File: config.mk
export PLATFORM = sky130hd
export DESIGN_NAME = bin_to_bcd4
export DESIGN_NICKNAME = d
export VERILOG_FILES = /design/src/rtl/bin_to_bcd4.sv
export SDC_FILE = /design/constraint.sdc
export NUM_CORES = 1
export LEC_CHECK = 0
export ABC_AREA = 1
export BUFFER_PORTS_ARGS = -buffer_cell sky130_fd_sc_hd__buf_4
export CAP_MARGIN = 20
export CORE_ASPECT_RATIO = 1.75
export CORE_UTILIZATION = 46
export CTS_CLUSTER_DIAMETER = 100
export DETAILED_ROUTE_END_ITERATION = 10
export PLACE_DENSITY = 0.7
export SETUP_SLACK_MARGIN = 0.05
export SYNTH_ARGS = -nofsm -noshare
export SYNTH_HDL_FRONTEND = slang
export SYNTH_SLANG_ARGS = --single-unit
File: constraint.sdc
create_clock -name clk_50mhz -period 1.1 [get_ports clk_50mhz]
set_input_delay 0 -clock clk_50mhz [delete_from_list [all_inputs] [get_ports clk_50mhz]]
set_output_delay 0 -clock clk_50mhz [all_outputs]
set_load 0.1 [all_outputs]
File: src/rtl/bin_to_bcd4.sv
// bin_to_bcd4: sequential double-dabble converter from an unsigned binary
// readout to four BCD digits for the seven-segment driver. One input bit is
// consumed per clock; the digit outputs hold the previous result until a new
// conversion finishes, so the display never shows a partial value.
//
// Handshake: a value is accepted at a rising clk_50mhz edge where
// in_valid & in_ready are both high. in_ready is high only in IDLE, and
// in_valid is ignored (not queued) at any other time. done pulses for one
// cycle in the cycle the new bcd1..bcd4/ovf values first appear.
module bin_to_bcd4 #(
    parameter int          IN_WIDTH  = 14,
    parameter logic [3:0]  OVF_DIGIT = 4'hE
) (
    input  logic                clk_50mhz,
    input  logic                reset,
    input  logic [IN_WIDTH-1:0] bin,
    input  logic                in_valid,
    output logic                in_ready,
    output logic [3:0]          bcd1,
    output logic [3:0]          bcd2,
    output logic [3:0]          bcd3,
    output logic [3:0]          bcd4,
    output logic                ovf,
    output logic                done,
    output logic [1:0]          dbg_state
);

    typedef enum logic [1:0] {
        IDLE  = 2'd0,
        SHIFT = 2'd1,
        LOAD  = 2'd2
    } state_t;

    localparam int                  CNT_W   = $clog2(IN_WIDTH + 1);
    localparam logic [IN_WIDTH-1:0] MAX_VAL = IN_WIDTH'(9999);

    state_t              state;
    state_t              state_nxt;
    logic [CNT_W-1:0]    bit_cnt;
    logic [IN_WIDTH-1:0] shift_reg;
    logic [15:0]         scratch;
    logic [15:0]         scratch_adj;
    logic [15:0]         scratch_shifted;
    logic                shifted_out_unused;
    logic                ovf_pend;
    logic                accept;
    logic                last_shift;

    assign accept     = in_valid & in_ready;
    assign last_shift = (bit_cnt == CNT_W'(1));
    assign dbg_state  = state;

    // Add-3 correction: every BCD nibble of 5 or more gets +3 before the shift.
    always_comb begin
        scratch_adj = scratch;
        for (int i = 0; i < 4; i++) begin
            if (scratch[i*4 +: 4] >= 4'd5) begin
                scratch_adj[i*4 +: 4] = scratch[i*4 +: 4] + 4'd3;
            end
        end
    end

    // The bit pushed out above scratch[15] only carries information for
    // values > 9999, which are replaced by OVF_DIGIT anyway, so it is dropped.
    assign {shifted_out_unused, scratch_shifted} = {scratch_adj, shift_reg[IN_WIDTH-1]};

    // State register.
    always_ff @(posedge clk_50mhz) begin
        if (reset) begin
            state <= IDLE;
        end else begin
            state <= state_nxt;
        end
    end

    // Next-state and handshake decode.
    always_comb begin
        state_nxt = state;
        in_ready  = 1'b0;
        case (state)
            IDLE: begin
                in_ready = 1'b1;
                if (in_valid) begin
                    state_nxt = SHIFT;
                end
            end
            SHIFT: begin
                if (last_shift) begin
                    state_nxt = LOAD;
                end
            end
            LOAD: begin
                state_nxt = IDLE;
            end
            default: begin
                state_nxt = IDLE;
            end
        endcase
    end

    // Datapath: capture on accept, shift-and-add while busy, publish in LOAD.
    always_ff @(posedge clk_50mhz) begin
        if (reset) begin
            bit_cnt   <= '0;
            shift_reg <= '0;
            scratch   <= '0;
            ovf_pend  <= 1'b0;
            bcd1      <= 4'd0;
            bcd2      <= 4'd0;
            bcd3      <= 4'd0;
            bcd4      <= 4'd0;
            ovf       <= 1'b0;
            done      <= 1'b0;
        end else begin
            done <= 1'b0;
            case (state)
                IDLE: begin
                    if (accept) begin
                        shift_reg <= bin;
                        scratch   <= '0;
                        bit_cnt   <= CNT_W'(IN_WIDTH);
                        ovf_pend  <= (bin > MAX_VAL);
                    end
                end
                SHIFT: begin
                    scratch   <= scratch_shifted;
                    shift_reg <= {shift_reg[IN_WIDTH-2:0], 1'b0};
                    bit_cnt   <= bit_cnt - CNT_W'(1);
                end
                LOAD: begin
                    if (ovf_pend) begin
                        bcd1 <= OVF_DIGIT;
                        bcd2 <= OVF_DIGIT;
                        bcd3 <= OVF_DIGIT;
                        bcd4 <= OVF_DIGIT;
                    end else begin
                        bcd1 <= scratch[3:0];
                        bcd2 <= scratch[7:4];
                        bcd3 <= scratch[11:8];
                        bcd4 <= scratch[15:12];
                    end
                    ovf  <= ovf_pend;
                    done <= 1'b1;
                end
                default: begin
                end
            endcase
        end
    end

endmodule

==> impl_metrics.ini, run 1 <==
[global_routing]
grt_first_pass_wirelength_um = 10900
antenna_found_initial = 0
grt.total_usage = 0.238
grt_max_degree = 33
grt_pass1_vias = 2476
grt_overflow = 0

[run]
maxCapViolations = 0

[outcome]
status = finished, violations left
violations = setup timing

[floorplan]
die_h_um = 102
die-area_sq_mm = 0.00600
fp.dieW_um = 59.0
rows = 36
initial_utilization = 0.472
coreArea_sq_mm = 0.00554
io_pins = 38

[setup_path]
crit_family = buffers and inverters
r2r_start = dbg_state[0]
worst-path-max-fanout = 5
critPathLaunchType = flop
cp.arrival_ns = 1.27
r2r_cells = 8
critical_path_class = reg -> out
path_common_cell = buf_12
max_stage_delay_ns = 0.39
cp_cell_sequence = buf_12 > nor2_4 > buf_6 > buf_12
cp_slowest_cell = dfxtp_4
endpoint_kind = primary output
r2r-end = shift_reg[7]
rrSetupSlack_ns = -0.13
critPathBufInv = 3
required_ns = 1.10

[sta]
slew_headroom = 0.768
hold_viol = 0
timing.fmax_ghz = 0.788
rsz0062_at_grt = true
setup_ws_ns = -0.170
period_share = 1.15
tightest_slew_ns = 0.348
fin_skew_ns = 0.0139
setup_viol = 43
min_period_ns = 1.27
drv_slew = 0
tns_ns = -3.75

[routing]
vias_per_cell = 5.27
first_pass_iters = 4
drc_errors = 0
drt_iter0_markers = 125
wl_per_cell_um = 14.1
ant_nets = 0
num_vias = 2779
wl_um = 7410

[synthesis]
synth_nets = 403
synth_area_sq_mm = 0.00261
synth.avg_cell_area_sq_um = 6.95
synth_top_cell_area_share = 0.421
synthTopCellsByArea = dfxtp_1 42%, nand2_1 17%, a21oi_1 8.4%, o21ai_0 6.1%, ha_1 4.8%
ys_warn_count = 0
synth_cells = 376
synthDistinctLibCells = 26
yosysSeqAreaShare = 0.421
yosysTopAreaCell = dfxtp_1
synth_seq_cells = 55

[cts]
clockBufferDepth = 2
cts_buffers = 5
clk_pin_slew_ns = 0.10
clk_latency_ns = 0.32
clock_sinks = 55
cts-root-buf = clkbuf_8
cts_tree = done
htree_levels = 2

[final_layout]
area.growth.synth_to_final_pct = 52.8
final_common_cell = nand2_1
final_cell_mix = 79 x nand2_1, 61 x buf_4, 37 x a21oi_1
fill_cells = 434
antenna_cells = 0
largest_register_ff_count = 16
drive_gt1_frac = 0.481
layout.nets = 477

[placement]
place_congestion = 0.877
port_buffers = 37
hpwl_um = 4360

[power_and_ir_drop]
p_switching_uw = 1210
clockPowerShare = 0.286
p_total_uw = 4150
power_density_mw_per_mm2 = 1040
p_leak_uw = 0.00172
vdd_ir_drop_max_uv = 711
comb_power_share = 0.205
p_int_uw = 2940
seqPwrFrac = 0.510
swShare = 0.292

[worst_hold_path]
min_to = shift_reg[1]
hp-class = in -> reg
worstHoldStart = bin[1]
hold_path_depth = 5
## how the worst max path moves through the flow
| stage | from | end | slack (ns) | cells after the start |
|---|---|---|---|---|
| floorplan | dbg_state[0] | shift_reg[10] | -0.52 | 6 |
| global placement | scratch[4] | scratch[8] | -0.20 | 9 |
| detailed placement | scratch[4] | scratch[8] | -0.22 | 9 |
| CTS | dbg_state[1] | in_ready | -0.11 | 4 |
| global route | dbg_state[0] | bit_cnt[3] | -0.21 | 9 |
| finish | dbg_state[0] | in_ready | -0.17 | 4 |
## cell type report
cell class	count	area, sq um	area share
Tap cell	76	95.1	0.0238
Clock inverter	1	5.00	0.00125
Clock buffer	7	86.3	0.0216
Multi-Input combinational cell	270	1680	0.420
Sequential cell	55	1150	0.287
Inverter	34	156	0.0392
Timing Repair Buffer	84	826	0.207
## worst reg2reg max path, cell delays in order, from the launching register on
cell     delay (ns)
dfxtp_4        0.42
inv_4          0.04
nor2_4         0.12
buf_12         0.15
buf_12         0.13
nand2_2        0.05
nand2_2        0.06
o21ai_1        0.06
a21oi_1        0.14
## repair_timing
item,in CTS,in global routing
gates cloned,3,3
buffers inserted,4,4
setup endpoints to repair,55,58
gates resized for setup,82,74
pin swaps,23,23
hold endpoints to repair,13,0
hold buffers,2,0
## kinds of logic (layout without fill, tap and decap cells)
kind of cell               count (synthesis)  after routing  synth area share
buffers and inverters                     52            126            0.0886
AOI/OAI and AO/OA                         84             84             0.166
DFF                                       55             55             0.421
and+or+nand+nor                          175            176             0.276
adders and majority gates                 10             10            0.0479
## power by group through the flow
stage | sequential [uW] | clock, uW | combinational [uW]
4_1_cts | 2110 | 1200 | 707
3_5_place_dp | 2150 | 0 | 593
2_1_floorplan | 2190 | 0 | 384
3_3_place_gp | 2150 | 0 | 586
6_report | 2120 | 1190 | 851
5_1_grt | 2130 | 1260 | 918
## metal layers
layer / global-route usage / share of wire / vias to the layer above
met4: 0.123 / 0.024 / 0
met1: 0.256 / 0.38 / 1322
li1: - / - / 1378
met2: 0.432 / 0.56 / 64
met5: 0 / 0 / -
met3: 0.0396 / 0.033 / 15
## through the flow
| step | hold slack, ns | std cells | util | worst slack [ns] | area, sq um |
|---|---|---|---|---|---|
| after floorplan | 0.143 | 376 | - | -0.525 | 2760 |
| after global placement | 0.254 | 505 | 0.592 | -0.205 | 3280 |
| after detailed placement | 0.268 | 505 | 0.592 | -0.217 | 3280 |
| after CTS | 0.0222 | 522 | 0.664 | -0.113 | 3680 |
| after global routing | 0.0595 | 527 | 0.721 | -0.206 | 3990 |
| final | 0.0341 | 527 | 0.721 | -0.170 | 3990 |
## cell usage after synthesis
cell type	count
nor3_1	2
a211oi_1	1
a31oi_1	1
nor2_4	1
nand2_2	1
buf_2	6
nor2_2	2
clkbuf_2	2
a21oi_1	44
inv_1	33
nand4_1	8
buf_6	1
buf_8	1
o21ai_1	2
nand3_1	21
clkbuf_1	5
buf_1	1
nor2_1	23
buf_4	2
o21ai_0	32
o211ai_1	2
inv_2	1
nand2_1	117
a22oi_1	2
ha_1	10
dfxtp_1	55
(Power assumes the default switching activity.)
==> run 2, diff against run 1 <==
CORE_ASPECT_RATIO = not set   (was 1.75)
==> impl_metrics.ini, run 2 (synthesis gave the netlist of run 1 again) <==
[outcome]
status = finished, violations left
violations = setup timing

[placement]
hpwl_um = 4250
place_congestion = 0.855
dp_slack_ns = -0.201
placed_cells = 504
post_dp_cell_area_sq_mm = 0.00329
port_buffers = 37

[sta]
hold_viol = 0
drv_slew = 0
fin_skew_ns = 0.0106
setup_ws_ns = -0.199
period_share = 1.18
setup_viol = 44
min_period_ns = 1.30
tightest_slew_ns = 0.426
timing.fmax_ghz = 0.770
slew_headroom = 0.716
rsz0062_at_grt = true

[routing]
wl_per_cell_um = 15.3
vias_per_cell = 5.45
wl_um = 8150
drt_iter0_markers = 203
num_vias = 2909
first_pass_iters = 5
ant_nets = 0
drc_errors = 0

[setup_path]
r2r_cells = 8
r2r_start = dbg_state[0]
critical_path_class = reg -> reg
max_stage_delay_ns = 0.40
cp_slowest_cell = dfxtp_4
worst-path-max-fanout = 6
r2r-end = shift_reg[1]
cp_cell_sequence = inv_2 > nor2_4 > buf_6 > clkbuf_16 > nand2_1 > nand2_1 > o21ai_1 > a21oi_1
critPathLaunchType = flop
rrSetupSlack_ns = -0.20
cp.arrival_ns = 1.54
path_common_cell = nand2_1
crit_family = flip-flops
endpoint_kind = flop
critPathBufInv = 3
required_ns = 1.34

[final_layout]
final_common_cell = nand2_1
drive_gt1_frac = 0.478
antenna_cells = 0
fin_area_sq_mm = 0.00404
stdcell_count = 534
final_cell_mix = 85 x nand2_1, 64 x buf_4, 36 x a21oi_1
area.growth.synth_to_final_pct = 54.7
layout.nets = 488
final_util = 0.734
largest_register_ff_count = 16

[power_and_ir_drop]
seqPwrFrac = 0.500
clockPowerShare = 0.277
p_total_uw = 4230
power_density_mw_per_mm2 = 1050
p_int_uw = 2990
p_leak_uw = 0.00178
comb_power_share = 0.223
swShare = 0.292
p_switching_uw = 1240
vdd_ir_drop_max_uv = 915

[worst_hold_path]
worstHoldStart = reset
min_to = scratch[1]
hold_path_depth = 2
hp-class = in -> reg

[global_routing]
grt_max_degree = 29
grt_overflow = 0
grt.total_usage = 0.243
grt_first_pass_wirelength_um = 11700
grt_pass1_vias = 2699
antenna_found_initial = 0

[floorplan]
coreArea_sq_mm = 0.00551
fp.dieW_um = 77.4
rows = 27
io_pins = 38
die-area_sq_mm = 0.00598
die_h_um = 77.4
initial_utilization = 0.474

[cts]
clk_latency_ns = 0.30
clock_sinks = 55
cts_tree = done
cts_buffers = 5
clockBufferDepth = 2
clk_pin_slew_ns = 0.10
htree_levels = 2
cts-root-buf = clkbuf_8

[run]
maxCapViolations = 0
## run 2: worst register-to-register path: cells and delay by family (launching register included)
kind                   cells  cell delay (ns)
buffers and inverters      3             0.36
DFF                        1             0.40
AOI/OAI and AO/OA          2             0.23
and+or+nand+nor            3             0.24
## run 2: final cells by class
| cell class | instances | area, sq um |
|---|---|---|
| multi-input cells | 270 | 1640 |
| fillers | 382 | 1460 |
| flip-flops and latches | 55 | 1140 |
| repair buffers | 95 | 942 |
| inverters | 34 | 138 |
| well taps | 72 | 90.1 |
| clock buffers | 7 | 86.3 |
| clock inverters | 1 | 5.00 |
## run 2: what timing repair did
action	CTS	global route
hold buffers	1	0
resized for setup	100	56
buffers inserted	7	5
gates cloned	6	5
hold endpoints to repair	1	0
pin swaps	24	12
setup endpoints to repair	56	57
## run 2: how the worst max path moves through the flow
stage                 start            end  slack [ns]  depth (start not counted)
6_report       dbg_state[0]   shift_reg[1]       -0.20                          8
5_1_grt        dbg_state[0]   shift_reg[1]       -0.28                          8
4_1_cts        dbg_state[1]       in_ready       -0.13                          4
3_5_place_dp     scratch[4]     scratch[5]       -0.20                          8
3_3_place_gp     scratch[4]     scratch[5]       -0.13                          8
2_1_floorplan  dbg_state[0]  shift_reg[10]       -0.52                          6
## run 2: per-layer routing
metal,up-vias,part of all wire,global-route usage
li1,1401,-,-
met1,1359,0.41,0.291
met2,116,0.49,0.406
met3,33,0.062,0.0424
met4,0,0.033,0.142
met5,-,0,0
## run 2: metrics by stage
stage	setup TNS, ns	hold slack, ns
6_report	-4.73	0.0214
5_1_grt	-7.53	0.0118
4_1_cts	-3.37	0.00939
3_5_place_dp	-3.00	0.272
3_3_place_gp	-2.07	0.263
2_1_floorplan	-13.16	0.143
## run 2: power by group through the flow
stage,Clock [uW],Sequential [uW],Combinational [uW]
floorplan,0,2190,384
CTS,1170,2110,758
global placement,0,2150,597
global route,1270,2120,999
detailed placement,0,2150,605
finish,1170,2110,943
